`src/rtl/grid_overlay_ctrl.sv`:
```
// grid_overlay_ctrl: frame-synchronous, run-time configurable grid overlay.
// Geometry is written through a valid/ready port into pending registers and
// copied to the active set only at a frame boundary. Line positions are
// tracked with phase/division counters per axis.
// Optional build macro: GRID_DOTTED_EN (interior lines drawn dotted).

// One axis step: given the previous tracking state and the current
// coordinate's origin match, produce the tracking state for this position.
module grid_axis_step (
    input  logic       clear_i,
    input  logic       at_org_i,
    input  logic [7:0] pitch_i,
    input  logic [3:0] ndiv_i,
    input  logic [7:0] phase_i,
    input  logic [3:0] div_i,
    input  logic       in_i,
    output logic [7:0] phase_o,
    output logic [3:0] div_o,
    output logic       in_o
);
    logic [7:0] ph_base;
    logic [7:0] ph_inc;
    logic [3:0] dv_base;
    logic       in_base;

    assign ph_base = clear_i ? 8'd0 : phase_i;
    assign dv_base = clear_i ? 4'd0 : div_i;
    assign in_base = clear_i ? 1'b0 : in_i;
    assign ph_inc  = ph_base + 8'd1;

    // Restart at the origin; otherwise advance phase, wrap into the next
    // division, and leave the span once the last division line is passed.
    always_comb begin
        phase_o = ph_base;
        div_o   = dv_base;
        in_o    = in_base;
        if (at_org_i) begin
            phase_o = 8'd0;
            div_o   = 4'd0;
            in_o    = 1'b1;
        end else if (in_base) begin
            if (dv_base == ndiv_i) begin
                in_o = 1'b0;
            end else if (ph_inc == pitch_i) begin
                phase_o = 8'd0;
                div_o   = dv_base + 4'd1;
            end else begin
                phase_o = ph_inc;
            end
        end
    end
endmodule

module grid_overlay_ctrl #(
    parameter int DEF_X0    = 20,
    parameter int DEF_Y0    = 20,
    parameter int DEF_PITCH = 75,
    parameter int DEF_NCOLS = 10,
    parameter int DEF_NROWS = 8
) (
    input  logic        clk,
    input  logic        rst_n,
    input  logic        pix_en_i,
    input  logic [10:0] x_i,
    input  logic [9:0]  y_i,
    input  logic        cfg_valid_i,
    output logic        cfg_ready_o,
    input  logic [10:0] cfg_x0_i,
    input  logic [9:0]  cfg_y0_i,
    input  logic [7:0]  cfg_pitch_i,
    input  logic [3:0]  cfg_ncols_i,
    input  logic [3:0]  cfg_nrows_i,
    output logic        cfg_applied_o,
    output logic        grid_on_o
);
    typedef struct packed {
        logic [10:0] x0;
        logic [9:0]  y0;
        logic [7:0]  pitch;
        logic [3:0]  ncols;
        logic [3:0]  nrows;
    } geo_t;

    typedef enum logic [1:0] {S_IDLE, S_PENDING, S_APPLY} state_t;

    localparam geo_t GEO_DEF = '{x0: 11'(DEF_X0), y0: 10'(DEF_Y0),
                                 pitch: 8'(DEF_PITCH), ncols: 4'(DEF_NCOLS),
                                 nrows: 4'(DEF_NROWS)};

    state_t state_q, state_d;
    geo_t   pend_q, pend_d, act_q, act_d, cfg_geo, geo;
    logic   capture, apply, fs, ls;

    logic [7:0] col_ph_q, col_ph_n, row_ph_q, row_ph_n, row_ph_cur;
    logic [3:0] col_dv_q, col_dv_n, row_dv_q, row_dv_n;
    logic       col_in_q, col_in_n, row_in_q, row_in_n, row_in_cur;
    logic       vline, hline, grid_d, grid_q;

    assign fs = pix_en_i && (x_i == 11'd0) && (y_i == 10'd0);
    assign ls = pix_en_i && (x_i == 11'd0);

    // Pitches below 2 would put a line on every pixel; hold them at 2.
    assign cfg_geo = '{x0: cfg_x0_i, y0: cfg_y0_i,
                       pitch: (cfg_pitch_i < 8'd2) ? 8'd2 : cfg_pitch_i,
                       ncols: cfg_ncols_i, nrows: cfg_nrows_i};

    // The FS pixel still sees the old set; during APPLY the pending set is
    // already the one in force so the pixel after FS uses new geometry.
    assign geo    = (state_q == S_APPLY) ? pend_q : act_q;
    assign pend_d = capture ? cfg_geo : pend_q;
    assign act_d  = apply ? pend_q : act_q;

    // Config FSM: accept one request in IDLE, wait for FS, then apply.
    always_comb begin
        state_d       = state_q;
        cfg_ready_o   = 1'b0;
        cfg_applied_o = 1'b0;
        capture       = 1'b0;
        apply         = 1'b0;
        case (state_q)
            S_IDLE: begin
                cfg_ready_o = 1'b1;
                if (cfg_valid_i) begin
                    capture = 1'b1;
                    state_d = S_PENDING;
                end
            end
            S_PENDING: if (fs) state_d = S_APPLY;
            S_APPLY: begin
                cfg_applied_o = 1'b1;
                apply         = 1'b1;
                state_d       = S_IDLE;
            end
            default: state_d = S_IDLE;
        endcase
    end

    // FSM state and geometry registers.
    always_ff @(posedge clk or negedge rst_n) begin
        if (!rst_n) begin
            state_q <= S_IDLE;
            pend_q  <= GEO_DEF;
            act_q   <= GEO_DEF;
        end else begin
            state_q <= state_d;
            pend_q  <= pend_d;
            act_q   <= act_d;
        end
    end

    // Horizontal tracking restarts at every line start.
    grid_axis_step u_col (
        .clear_i (ls),          .at_org_i (x_i == geo.x0),
        .pitch_i (geo.pitch),   .ndiv_i   (geo.ncols),
        .phase_i (col_ph_q),    .div_i    (col_dv_q),  .in_i (col_in_q),
        .phase_o (col_ph_n),    .div_o    (col_dv_n),  .in_o (col_in_n)
    );

    // Vertical tracking steps once per line and restarts at frame start.
    grid_axis_step u_row (
        .clear_i (fs),          .at_org_i (y_i == geo.y0),
        .pitch_i (geo.pitch),   .ndiv_i   (geo.nrows),
        .phase_i (row_ph_q),    .div_i    (row_dv_q),  .in_i (row_in_q),
        .phase_o (row_ph_n),    .div_o    (row_dv_n),  .in_o (row_in_n)
    );

    // The line-start pixel already belongs to the new line.
    assign row_ph_cur = ls ? row_ph_n : row_ph_q;
    assign row_in_cur = ls ? row_in_n : row_in_q;

`ifdef GRID_DOTTED_EN
    logic [3:0] row_dv_cur;
    logic       col_int, row_int;
    assign row_dv_cur = ls ? row_dv_n : row_dv_q;
    assign col_int    = (col_dv_n != 4'd0) && (col_dv_n < geo.ncols);
    assign row_int    = (row_dv_cur != 4'd0) && (row_dv_cur < geo.nrows);
    assign vline      = (col_ph_n == 8'd0) && !(col_int && y_i[0]);
    assign hline      = (row_ph_cur == 8'd0) && !(row_int && x_i[0]);
`else
    assign vline = (col_ph_n == 8'd0);
    assign hline = (row_ph_cur == 8'd0);
`endif

    assign grid_d = col_in_n && row_in_cur && (vline || hline);

    // Pixel-rate tracking state and the registered grid flag.
    always_ff @(posedge clk or negedge rst_n) begin
        if (!rst_n) begin
            col_ph_q <= 8'd0;
            col_dv_q <= 4'd0;
            col_in_q <= 1'b0;
            row_ph_q <= 8'd0;
            row_dv_q <= 4'd0;
            row_in_q <= 1'b0;
            grid_q   <= 1'b0;
        end else if (pix_en_i) begin
            col_ph_q <= col_ph_n;
            col_dv_q <= col_dv_n;
            col_in_q <= col_in_n;
            grid_q   <= grid_d;
            if (ls) begin
                row_ph_q <= row_ph_n;
                row_dv_q <= row_dv_n;
                row_in_q <= row_in_n;
            end
        end
    end

    assign grid_on_o = grid_q;
endmodule
```
`config.mk`:
```
export PLATFORM = sky130hd
export DESIGN_NAME = grid_overlay_ctrl
export DESIGN_NICKNAME = d
export VERILOG_FILES = /design/src/rtl/grid_overlay_ctrl.sv
export SDC_FILE = /design/constraint.sdc
export NUM_CORES = 1
export LEC_CHECK = 0
export ABC_AREA = 1
export CORE_ASPECT_RATIO = 0.7
export CORE_UTILIZATION = 55
export CTS_CLUSTER_SIZE = 12
export DETAILED_ROUTE_END_ITERATION = 8
export GPL_TIMING_DRIVEN = 0
export PLACE_DENSITY = 0.78
export SETUP_SLACK_MARGIN = 0.3
export SLEW_MARGIN = 15
export SYNTH_ARGS = -nofsm -noshare
export SYNTH_HDL_FRONTEND = slang
export SYNTH_SLANG_ARGS = --single-unit
```
`constraint.sdc`:
```
create_clock -name clk -period 3.1 [get_ports clk]
set_input_delay 0.465 -clock clk [delete_from_list [all_inputs] [get_ports clk]]
set_output_delay 0.465 -clock clk [all_outputs]
set_load 0.05 [all_outputs]
```
-- Word-level counts from Yosys, hierarchy flattened
Cells that the tools add are included.
- order comparisons: 1
- equal/unequal tests: 10
- add/sub/neg operators: 4
- reduce and logical (&&, ||, !) cells: 12
- muxes and demuxes: 39
- operator list (cell ; number):
    $mux 8 ; 12
    $mux 4 ; 10
    $mux 37 ; 1
    $add 8x1->8 const B ; 2
    $eq 8x8->1 ; 2
    $logic_not 8->1 ; 2
    $mux 1 ; 13
    $eq 11x11->1 ; 1
    $logic_not 11->1 ; 1
    $eq 10x10->1 ; 1
    $logic_not 10->1 ; 1
    $add 4x1->4 const B ; 2
    $eq 4x4->1 ; 2
    $lt 8x2->1 const B ; 1
    $logic_and 1x1->1 ; 4
    $mux 2 ; 2
    $pmux 2 s2 ; 1
    $reduce_and 2->1 ; 2
    $eq 2x1->1 const B ; 1
    $eq 2x2->1 const B ; 1
    $logic_not 2->1 ; 1
    $ne 2x1->1 const B ; 1
    $ne 2x2->1 const B ; 1
    $logic_or 1x1->1 ; 1
- input bits: 62
- logic and storage cells: 84
- bits in registers: 103
- output and inout port bits: 3

-- Logic depth before layout (Yosys ltp)
Gate-level depths: netlist of run 1.
- depth in word-level cells: 14
- gate-level depth with buffers: 27
- mapped depth without buffers: 26

-- By module
Synthesis of run 1 repeated with hierarchy kept, for this count alone.
- cells, all modules: 836
- area, all modules: 5950.7 um2
- modules (own cells, without submodules) (module ; area an instance (um2) ; times used ; sequential area each (um2) ; cells an instance):
    grid_overlay_ctrl ; 4409.2 ; 1 ; 2605.0 ; 528
    grid_axis_step ; 770.7 ; 2 ; 0.0 ; 154

-- Least setup slack after synthesis of run 1
Ideal clock, no wire load.
- path type: input -> register
- start point: input x_i[10]
- end point: register grid_q, in the netlist grid_on_o
- slack: 0.224 ns
- buffers on the path: 1
- data required time: 3.034 ns
- stages: 23
- arrival time: 2.810 ns
- path through: inv_1 > nand2_1 > nor3_2 > nand3_2 > buf_6 > inv_2 > nor2_1 > ha_1 > xnor2_1 > nand2_1 > nor2_1 > nand3_1 > nor2_1 > nand2_1 > nor2_2 > nand3_2 > a21oi_2 > nand2_1 > nor2_1 > nand3_1 > nand2_1 > nand2_1 > nand2_1
- longest elaborated chain between the ends: 14
- elaborated cells between the ends (all ways): 37
- RTL lines (item ; line ; RTL):
    start: declaration ; 64 ; input logic [10:0] x_i,
    $logic_not 11->1 ; 99, 100 ;
    $logic_and 1x1->1 ; 99, 100 ;
    $logic_and 1x1->1 ; 99 ; assign fs = pix_en_i && (x_i == 11'd0) && (y_i == 10'd0);
    $mux 8 ; 26 ; assign ph_base = clear_i ? 8'd0 : phase_i;
    $add 8x1->8 ; 29 ; assign ph_inc = ph_base + 8'd1;
    $eq 8x8->1 ; 44 ; end else if (ph_inc == pitch_i) begin
    $mux 8 ; 44 ;
    $mux 8 ; 42 ; if (dv_base == ndiv_i) begin
    $mux 8 ; 41 ; end else if (in_base) begin
    $mux 8 ; 37 ; if (at_org_i) begin
    $mux 8 ; - ;
    $logic_not 8->1 ; 181 ; assign hline = (row_ph_cur == 8'd0);
    $logic_or 1x1->1 ; 184 ; assign grid_d = col_in_n && row_in_cur && (vline || hline);
    $logic_and 1x1->1 * ; 184 ;
    end signal: assignment ; 200 ; grid_q <= grid_d;
    end: declaration ; 97 ; logic vline, hline, grid_d, grid_q;
Mark *: on every way between the ends. The rest lies on a longest branch, timed or not.
A chain may end at the register's enable or synchronous reset.

-- Worst setup path after layout of run 1
- start point: register state_q[0]
- end point: register grid_q, in the netlist grid_on_o
- longest elaborated chain between the ends: 11
- elaborated cells between the ends (all ways): 29
- RTL lines (item ; line ; RTL):
    start: declaration ; 90 ; state_t state_q, state_d;
    start signal: assignment ; 145 ; state_q <= state_d;
    $eq 2x2->1 * ; 109 ; assign geo = (state_q == S_APPLY) ? pend_q : act_q;
    $mux 37 * ; 109 ;
    $eq 8x8->1 ; 44 ;
    $mux 8 ; 44 ;
    $mux 8 ; 42 ;
    $mux 8 ; 41 ;
    $mux 8 ; 37 ;
    $mux 8 ; - ;
    $logic_not 8->1 ; 181 ;
    $logic_or 1x1->1 ; 184 ;
    $logic_and 1x1->1 * ; 184 ;
Marks and branches as above.

==> results.md, run 1 <==
* DRT Pass-1 Iters at 5
* Final Wtd Congestion at 0.9347
* Clk sink count at 103
* Async SR Flop Fraction at 100.0%
* Final Max Slew Viols at 0
* Synth Instances at 777
* Ranking of synthesized cells by area: dfrtp_1, nand2_1, dfstp_2
* Largest net degree at the start of global routing at 89
* Worst setup EP type: flop
* Cell Area, Synth at 0.005762 mm^2
* Tcrit/Tclk final at 93.35%
* Worst-Skew Late Latency at 0.35 ns
* Row cnt at 30
* Ys flop type: dfrtp_1
* Most frequent cells in the layout: nand2_1, dfrtp_1, inv_1, clkdlybuf4s50_1, nor2_1
* Count of warnings emitted by yosys at 0
* Clock transition at path regs at 0.07 ns
* Avg Cell Area, Syn at 7.415 um^2
* Buffers added on ports at 64
* H-tree Lvls at 3
* WP data arrival at 3.15 ns
* Final setup violation count at 0
* CTS Buf Count at 9
* Vias post-DR at 5,591
* Buf+Inv Stages, Crit Path at 4
* Core area at 0.009947 mm^2
* Final min period at 2.894 ns
* Initial Utilization at 57.92%
* Vias in the first global route at 5,151
* Static leakage at 4.021 nW
* Layout area overhead at 33.55%
* Footprint of the multi-input gates at 0.003098 mm^2
* Area occupied by registers at 0.002605 mm^2
* Clock root buffer: clkbuf_16
* Status: complete, no violations
* Largest area contributor in the netlist: dfrtp_1
* Fmax at 345.5 MHz
* Crit path cell chain: inv_2 > nand2_4 > inv_2 > buf_2 > nand2_1 > nand2_1 > xor2_1 > nor2_1 > nand2_1 > nor2_2 > nor2_2 > inv_2 > nor3_1 > a21oi_4 > nand3_2 > nor2_2 > nand3_2 > nand2_2 > nand2_2 > nand2_2
* Placed instance count at 970
* Final net count at 961
* Layout cell share with drive strength beyond 1 at 23.78%
* CTS tree: yes
* Global-route usage over all layers at 30.37%
* Synth Register Bits at 103
* Drt drc at 0
* DRT iter0 DRCs at 435
* Syn_nets at 843
* Antenna Cells at 0
* # IOs at 65
* Via/cell ratio at 5.439
* Final Hold Violating Endpoints at 0
* Routed WL per cell at 16.21 um
* Crit-path slowest cell: dfrtp_1
* Die span in x at 124.3 um
* CP required at 3.35 ns
* Worst hold path type: input port to flop
* Worst rel slew slack at 58.44%
* Grt ovf at 0
* First-pass GRT wire length at 25.83 mm
* PwrDens at 408.0 mW/mm^2
* Max_cap viols at 0
* Final clock skew at 0.006013 ns
* Crit-path max FO at 10
* Antenna Violating Nets Remaining at 0
* Die H at 87.64 um
* Fin cells at 1,028
* Post-synth EDFFs at 0
* Initial antenna violation count at 0
* Crit path launch type: flop
* Crit-path leading delay family: simple AND/OR/NAND/NOR gates
* HPWL after DPL at 10.87 mm
* Netlist cell types at 44
* Top-area cell type share of the netlist area at 35.18%
* Sequential-to-total area share from yosys stat at 45.21%
* Final WL at 16.67 mm
* TNS Setup at 0 ns
* Actual slew at the worst max-slew pin at 0.6169 ns
* Hold WS at 0.3300 ns
* RSZ-0062 raised after global routing: yes
* CP max stage delay at 0.39 ns
* Clock buffer depth at 2
* Die area at 0.01090 mm^2
* Maximum vdd drop at 0.2967 mV
* Critical path class: flop to flop
* Most common cell after layout, fill and taps aside: nand2_1
* Fillers at 646
==> layout make-up <==
| type | count | area share (%) |
|---|---|---|
| clock buffer | 11 | 3.154 |
| multi-input combinational | 577 | 40.26 |
| tap | 128 | 2.081 |
| inverter | 75 | 4.179 |
| clock inverter | 5 | 1.382 |
| sequential | 103 | 33.85 |
| timing repair buffer | 106 | 13.09 |
| buffer | 23 | 2.000 |
==> repair_timing <==
action	CTS	global route
buffers inserted	22	18
resized for setup	138	75
hold buffers	1	0
hold endpoints to repair	14	0
endpoints found under the setup margin	25	9
pin swaps	45	49
cloned	1	0
==> cells by family (layout without fill, tap and decap cells) <==
kind of cell,after synthesis,after routing,synth area share (%)
buffers and inverters,98,220,7.101
AND/OR/NAND/NOR,467,468,34.72
flip-flops,103,103,45.21
AO/OA/AOI/OAI,71,71,6.797
XOR/XNOR,34,34,5.299
adder cells (fa/ha/maj),4,4,0.8687
==> registers in the layout (all words and copies together), names as in the netlist <==
| signal | flops |
|---|---|
| act_q | 37 |
| pend_q | 37 |
| col_ph_q | 8 |
| row_ph_q | 8 |
| col_dv_q | 4 |
| row_dv_q | 4 |
| state_q | 2 |
| col_in_q | 1 |
| grid_on_o | 1 |
| row_in_q | 1 |
==> power by group <==
| part | internal, mW | total (mW) | switching [mW] | leakage (nW) |
|---|---|---|---|---|
| Sequential | 1.36 | 1.38 | 0.0209 | 1.33 |
| Clock | 0.813 | 1.33 | 0.519 | 0.166 |
| Combinational | 0.199 | 0.423 | 0.224 | 2.53 |
==> cells in the mapped netlist, types with 2 or more instances <==
cell / instances
o21ai_0: 35
or2_1: 3
o31ai_1: 2
or2_2: 4
o21ai_1: 8
buf_6: 4
nor3_1: 7
xnor2_1: 8
dfrtp_1: 81
nor3_2: 2
nand2_1: 327
nand3_2: 3
nor2_2: 4
buf_2: 7
ha_1: 4
inv_2: 9
nand3_1: 34
a21oi_1: 16
a21oi_2: 3
nand4_1: 7
nor2_4: 2
inv_1: 62
nand2_4: 3
nor2_1: 54
clkinv_1: 3
xor2_1: 25
o22ai_1: 2
dfstp_2: 22
clkbuf_1: 11
nand2_2: 11
==> per-layer routing <==
metal / GRT usage [%] / vias to the layer above / wire length, um
met5: 0 / - / 0
met4: 9.310 / 0 / 385
met3: 5.498 / 40 / 1202
met2: 49.12 / 228 / 7775
met1: 42.15 / 2662 / 7306
li1: - / 2661 / -
==> worst paths after layout <==
check / from / end / slack (ns) / cells past startpoint
worst max-delay path: state_q[0] / grid_on_o / 0.21 / 20
worst min register to register: pend_q[14] / pend_q[14] / 0.47 / 2
worst max register to register: state_q[0] / grid_on_o / 0.21 / 20
max in group asynchronous: rst_n / pend_q[28] / 1.91 / 3
worst min-delay path: pix_en_i / col_in_q / 0.33 / 2
min in group asynchronous: rst_n / pend_q[16] / 0.50 / 2
==> stage by stage <==
stage / worst slack, ns / util (%) / area (um^2) / power [mW]
after floorplan: 0.3009 / - / 5809 / 1.559
after global placement: -2.103 / 66.45 / 6610 / 1.704
after detailed placement: -0.9247 / 66.74 / 6639 / 1.716
after CTS: 0.3036 / 73.16 / 7277 / 3.061
after global routing: -0.02527 / 77.36 / 7695 / 3.224
final: 0.2060 / 77.36 / 7695 / 3.140
==> worst reg2reg max path, cell delays in order (launching register included) <==
cell	delay (ns)
dfrtp_1	0.39
inv_2	0.09
nand2_4	0.09
inv_2	0.11
buf_2	0.26
nand2_1	0.08
nand2_1	0.10
xor2_1	0.16
nor2_1	0.05
nand2_1	0.11
nor2_2	0.09
nor2_2	0.25
inv_2	0.15
nor3_1	0.35
a21oi_4	0.11
nand3_2	0.09
nor2_2	0.05
nand3_2	0.10
nand2_2	0.06
nand2_2	0.06
nand2_2	0.04
No activity file was read; power rests on OpenSTA's default activity.
==> run 2, diff against run 1 <==
--- a/config.mk
+++ b/config.mk
@@ -10,7 +10,6 @@
 export CORE_UTILIZATION = 55
 export CTS_CLUSTER_SIZE = 12
 export DETAILED_ROUTE_END_ITERATION = 8
-export GPL_TIMING_DRIVEN = 0
 export PLACE_DENSITY = 0.78
 export SETUP_SLACK_MARGIN = 0.3
 export SLEW_MARGIN = 15
==> results.md, run 2 (synthesis gave the netlist of run 1 again) <==
* Max_cap viols at 0 (unchanged)
* Vias post-DR at 5,828 (+4.2%)
* Clock transition at path regs at 0.07 ns (about the same)
* H-tree Lvls at 3 (unchanged)
* PwrDens at 386.3 mW/mm^2 (-5.3%)
* Fin cells at 1,070 (+4.1%)
* Status: complete, no violations
* Post-CTS Hold Fix Bufs at 0 (-1)
* RSZ-0062 raised after global routing: yes
* Largest regs: act_q (37), pend_q (37)
* Most frequent cells in the layout: nand2_1, buf_4, dfrtp_1, inv_1, clkdlybuf4s50_1
* CTS tree: yes
* Die H at 87.64 um (unchanged)
* Core area at 0.009947 mm^2 (unchanged)
* R2R Setup Slk at 0.20 ns (about the same)
* Final setup violation count at 0 (unchanged)
* Clk sink count at 103 (unchanged)
* Worst setup EP type: flop
* Layout cell share with drive strength beyond 1 at 27.71% (+3.9 points)
* Vias in the first global route at 5,480 (+6.4%)
* Most common cell after layout, fill and taps aside: nand2_1
* Worst rel slew slack at 56.90% (-1.5 points)
* Final Hold Violating Endpoints at 0 (unchanged)
* Static leakage at 4.242 nW (+5.5%)
* Maximum vdd drop at 0.2884 mV (-2.8%)
* Layout area overhead at 37.35%
* First-pass GRT wire length at 26.65 mm (+3.2%)
* Final Wtd Congestion at 0.8755 (-6.3%)
* Footprint of the multi-input gates at 0.003050 mm^2 (-1.5%)
* CTS Buf Count at 9 (unchanged)
* Buffers added on ports at 64 (unchanged)
* Actual slew at the worst max-slew pin at 0.6459 ns (+0.02895 ns)
* Crit path launch type: input port
* HPWL after DPL at 11.36 mm (+4.5%)
* # IOs at 65 (unchanged)
* Clock root buffer: clkbuf_16
* Final clock skew at 0.008461 ns (+0.002448 ns)
* Initial antenna violation count at 0 (unchanged)
* Antenna Violating Nets Remaining at 0 (unchanged)
* Final Max Slew Viols at 0 (unchanged)
* Grt ovf at 0 (unchanged)
* Worst-Skew Late Latency at 0.35 ns (about the same)
* Area occupied by registers at 0.002605 mm^2 (unchanged)
* Critical path class: input port to flop
* Die span in x at 124.3 um (unchanged)
* Initial Utilization at 57.92% (unchanged)
* Antenna Cells at 0 (unchanged)
* Tcrit/Tclk final at 93.46% (+0.11 points)
* DRT iter0 DRCs at 694 (+60%)
* Final core utilization at 79.56% (+2.2 points)
* Routed WL per cell at 16.00 um (-1.3%)
* Fmax at 345.1 MHz (-0.12%)
* TNS Setup at 0 ns (unchanged)
* R2R cell count at 18 (-10%)
* Final min period at 2.897 ns (+0.003349 ns)
* WP data arrival at 3.19 ns (+0.04 ns)
* Total power at 3.057 mW (-2.6%)
* Row cnt at 30 (unchanged)
* CP required at 3.39 ns (+0.04 ns)
* Die area at 0.01090 mm^2 (unchanged)
* Fillers at 681 (+5.4%)
* Via/cell ratio at 5.447 (+0.15%)
* Crit-path max FO at 6 (-4)
* Placed instance count at 1,032 (+6.4%)
* Clock buffer depth at 2 (unchanged)
* Drt drc at 0 (unchanged)
* Final WL at 17.12 mm (+2.7%)
* Largest net degree at the start of global routing at 104 (+17%)
* Global-route usage over all layers at 31.32% (+0.95 points)
* DRT Pass-1 Iters at 7 (+2)
* Worst hold path type: input port to asynchronous set/reset pin
* Final net count at 1,003 (+4.4%)
run 2: metal layers:
layer  vias to the layer above  part of all wire [%]  GRT usage [%]
met4                         0                   1.9          10.08
li1                       2742                     -              -
met5                         -                     0              0
met3                        41                   6.3          5.864
met1                      2782                    45          42.52
met2                       263                    47          51.43
run 2: per-stage QoR:
stage                     hold WS, ns  worst slack (ns)  instance area, um^2
after floorplan                0.1694            0.3009                 5809
after global placement         0.4565           -0.4059                 7149
after detailed placement       0.4611           -0.5444                 7149
after CTS                      0.2076            0.3003                 7659
after global routing           0.2124           0.04282                 7914
final                          0.1500            0.2027                 7914
run 2: cell type report:
cell class                      count  share of cell area [%]
Multi-Input combinational cell    577                   38.55
Sequential cell                   103                   32.92
Timing Repair Buffer              171                   18.61
Inverter                           75                   3.810
Clock buffer                       11                   3.067
Tap cell                          128                   2.024
Clock inverter                      5                   1.028
run 2: timing repair:
| item | 4_1_cts | 5_1_grt |
|---|---|---|
| endpoints found under the hold margin | 0 | 0 |
| pin swaps | 47 | 39 |
| gates resized for setup | 74 | 89 |
| buffers inserted | 9 | 10 |
| endpoints found under the setup margin | 24 | 11 |
| cloned | 1 | 2 |
run 2: critical path, cell delays in order:
cell and delay, ns:
clkbuf_2 0.10, nor2_2 0.12, nand3_2 0.10, nor2_4 0.15, nand3_4 0.12, inv_8 0.10
nor2_4 0.05, ha_4 0.27, xnor2_2 0.10, nand2_1 0.08, nor2_1 0.10, nand3_1 0.07
nor2_1 0.12, nand2_1 0.11, nor2_4 0.20, nand2_4 0.10, a21oi_2 0.20, nand3_1 0.12
nor2_1 0.15, nand3_2 0.13, nand2_1 0.10, nand2_1 0.05, nand2_1 0.06
run 2: final timing paths:
kind | from | endpoint
setup reg to reg | state_q[0] | grid_on_o
setup / recovery | y_i[0] | grid_on_o
min in group clk | pend_q[14] | pend_q[14]
max in group asynchronous | rst_n | pend_q[33]
hold / removal | rst_n | pend_q[19]
hold reg to reg | pend_q[14] | pend_q[14]
run 2: power by group:
group          switching, mW  internal [mW]  total, mW  leakage [nW]
Sequential            0.0221           1.36       1.39          1.33
Combinational          0.220          0.207      0.427          2.76
Clock                  0.512          0.732       1.24         0.156
==> run 3, diff against run 2 <==
--- a/config.mk
+++ b/config.mk
@@ -7,10 +7,10 @@
 export LEC_CHECK = 0
 export ABC_AREA = 1
 export CORE_ASPECT_RATIO = 0.7
-export CORE_UTILIZATION = 55
+export CORE_UTILIZATION = 51
 export CTS_CLUSTER_SIZE = 12
 export DETAILED_ROUTE_END_ITERATION = 8
-export PLACE_DENSITY = 0.78
+export PLACE_DENSITY = 0.76
 export SETUP_SLACK_MARGIN = 0.3
 export SLEW_MARGIN = 15
 export SYNTH_ARGS = -nofsm -noshare
==> constraint.sdc (replaced) <==
create_clock -name clk -period 2.45 [get_ports clk]
set_input_delay 0.3675 -clock clk [delete_from_list [all_inputs] [get_ports clk]]
set_output_delay 0.3675 -clock clk [all_outputs]
set_load 0.05 [all_outputs]
==> results.md, run 3 (synthesis gave the netlist of run 1 again) <==
* Row cnt at 32 (+6.7%)
* Antenna Violating Nets Remaining at 0 (unchanged)
* Most frequent cells in the layout: nand2_1, buf_4, dfrtp_1, inv_1, clkdlybuf4s50_1
* Die H at 90.93 um (+3.8%)
* Die span in x at 129.0 um (+3.8%)
* Fillers at 714 (+4.8%)
* Crit-path leading delay family: simple AND/OR/NAND/NOR gates
* DRT iter0 DRCs at 379 (-45%)
* Area occupied by registers at 0.002606 mm^2 (about the same)
* Final Max Slew Viols at 0 (unchanged)
* Critical path class: input port to flop
* Worst rel slew slack at 66.51% (+9.6 points)
* # IOs at 65 (unchanged)
* Initial Utilization at 52.33% (-5.6 points)
* Largest net degree at the start of global routing at 74 (-29%)
* Crit-path slowest cell: nor3_4
* Worst hold path type: input port to flop
* Fin cells at 1,136 (+6.2%)
* Layout area overhead at 47.95%
* Layout cell share with drive strength beyond 1 at 34.38% (+6.7 points)
* Final Wtd Congestion at 0.9113 (+4.1%)
* Worst setup margin at -0.2680 ns (-0.4707 ns)
* Final net count at 1,044 (+4.1%)
* Final Hold Violating Endpoints at 0 (unchanged)
* Clock transition at path regs at 0.07 ns (about the same)
* CTS tree: yes
* H-tree Lvls at 3 (unchanged)
* Largest regs: act_q (37), pend_q (37)
* Final min period at 2.718 ns
* Crit-path max FO at 5 (-1)
* PwrDens at 445.9 mW/mm^2 (+15%)
* Clock share of power at 36.2% (-4.5 points)
* Worst-Skew Late Latency at 0.35 ns (about the same)
* Buffers added on ports at 64 (unchanged)
* Static leakage at 4.460 nW (+5.2%)
* DRT Pass-1 Iters at 5 (-2)
* CP max stage delay at 0.21 ns (-0.06 ns)
* Fmax at 367.9 MHz
* Footprint of the multi-input gates at 0.003224 mm^2 (+5.7%)
* Die area at 0.01173 mm^2 (+7.7%)
* First-pass GRT wire length at 28.48 mm (+6.9%)
* Drt drc at 0 (unchanged)
* Actual slew at the worst max-slew pin at 0.4970 ns (-0.1488 ns)
* RSZ-0062 raised after global routing: yes
* Status: finished with violations
* Failing checks: setup timing
* Proportion of power drawn by combinational gates at 17.7% (+3.7 points)
* Sequential Power Share at 46.1% (+0.8 points)
* Clock root buffer: clkbuf_16
* Clock buffer depth at 2 (unchanged)
* Worst setup EP type: flop
* Final WL at 17.61 mm (+2.8%)
* TNS Setup at -2.091 ns (-2.091 ns)
* Antenna Cells at 0 (unchanged)
* Buf+Inv Stages, Crit Path at 7 (+5)
* Final clock skew at 0.01120 ns (+0.002735 ns)
* Final setup violation count at 13 (+13)
* Global-route usage over all layers at 31.34% (about the same)
* Vias in the first global route at 5,931 (+8.2%)
* Clk sink count at 103 (unchanged)
* Crit path launch type: input port
* Initial antenna violation count at 0 (unchanged)
* Tcrit/Tclk final at 110.9%
* CP required at 2.73 ns (-0.66 ns)
* Placed instance count at 1,087 (+5.3%)
* Routed WL per cell at 15.50 um (-3.1%)
* HPWL after DPL at 11.50 mm (+1.2%)
* Via/cell ratio at 5.206 (-4.4%)
* Cell Int Power at 2.793 mW (+21%)
* Most common cell after layout, fill and taps aside: nand2_1
* Maximum vdd drop at 0.3971 mV (+38%)
* Sw Ratio at 26.52% (+1.9 points)
* Max_cap viols at 0 (unchanged)
* Core area at 0.01101 mm^2 (+11%)
* CTS Buf Count at 9 (unchanged)
* Grt ovf at 0 (unchanged)
* Vias post-DR at 5,914 (+1.5%)
* WP data arrival at 3.00 ns (-0.19 ns)
* Most used cell, CP: nand2_1
* NetSw at 1.008 mW (+34%)
run 3: area by class of cell:
class / count / area share, %
clock buffer: 11 / 2.847
clock inverter: 5 / 0.4990
inverter: 75 / 4.095
multi-input combinational: 578 / 37.82
sequential: 103 / 30.57
tap: 153 / 2.246
timing repair buffer: 211 / 21.91
run 3: final timing paths:
path	startpoint	to	slack, ns	cells past startpoint
worst max-delay path	pix_en_i	grid_on_o	-0.27	27
worst min-delay path	pix_en_i	col_in_q	0.45	4
worst max register to register	state_q[1]	col_ph_q[1]	-0.21	16
worst min register to register	pend_q[30]	pend_q[30]	0.47	2
max in group asynchronous	rst_n	pend_q[7]	1.18	3
min in group asynchronous	rst_n	act_q[22]	0.52	2
run 3: through the flow:
step	total power [mW]	area [um^2]	worst slack [ns]	hold slack (ns)	util (%)
3_5_place_dp	2.302	7575	-1.089	0.3254	68.80
5_1_grt	3.935	8524	-0.4620	0.4507	77.42
4_1_cts	3.747	8283	-0.1921	0.4422	75.23
6_report	3.801	8524	-0.2680	0.4518	77.42
3_3_place_gp	2.287	7575	-1.028	0.3212	68.80
2_1_floorplan	1.999	5937	-0.2189	0.07191	-
run 3: power by group through the flow:
stage	registers (mW)	logic (mW)	clock network, mW
floorplan	1.77	0.225	0
global placement	1.78	0.511	0
detailed placement	1.78	0.524	0
CTS	1.75	0.597	1.40
global route	1.75	0.724	1.46
finish	1.75	0.675	1.37
run 3: worst reg2reg max path: stages (launching register included):
cell and delay (ns):
dfrtp_2 0.48, nand2_8 0.14, inv_8 0.05, buf_12 0.14, buf_8 0.13, nand2_1 0.07, nand2_1 0.09, xor2_1 0.18
nand4_1 0.16, nand2_2 0.13, buf_4 0.17, o21ai_0 0.06, o21ai_0 0.14, nand3b_1 0.23, buf_4 0.17, buf_6 0.11
o21ai_1 0.16
run 3: repair_timing:
action                                  CTS  global route
pin swaps                                64            46
endpoints found under the setup margin   28            28
hold buffers                              1             0
gates resized for setup                 162            50
buffers inserted                         22             8
endpoints found under the hold margin    28             0
cloned                                    2             0
run 3: layer usage:
metal | track usage (%) | wire length, um | vias to the layer above
met4 | 12.55 | 518 | 0
met3 | 6.718 | 1054 | 57
met2 | 51.71 | 8750 | 233
met5 | 0 | 0 | -
li1 | - | - | 2823
met1 | 40.11 | 7283 | 2801
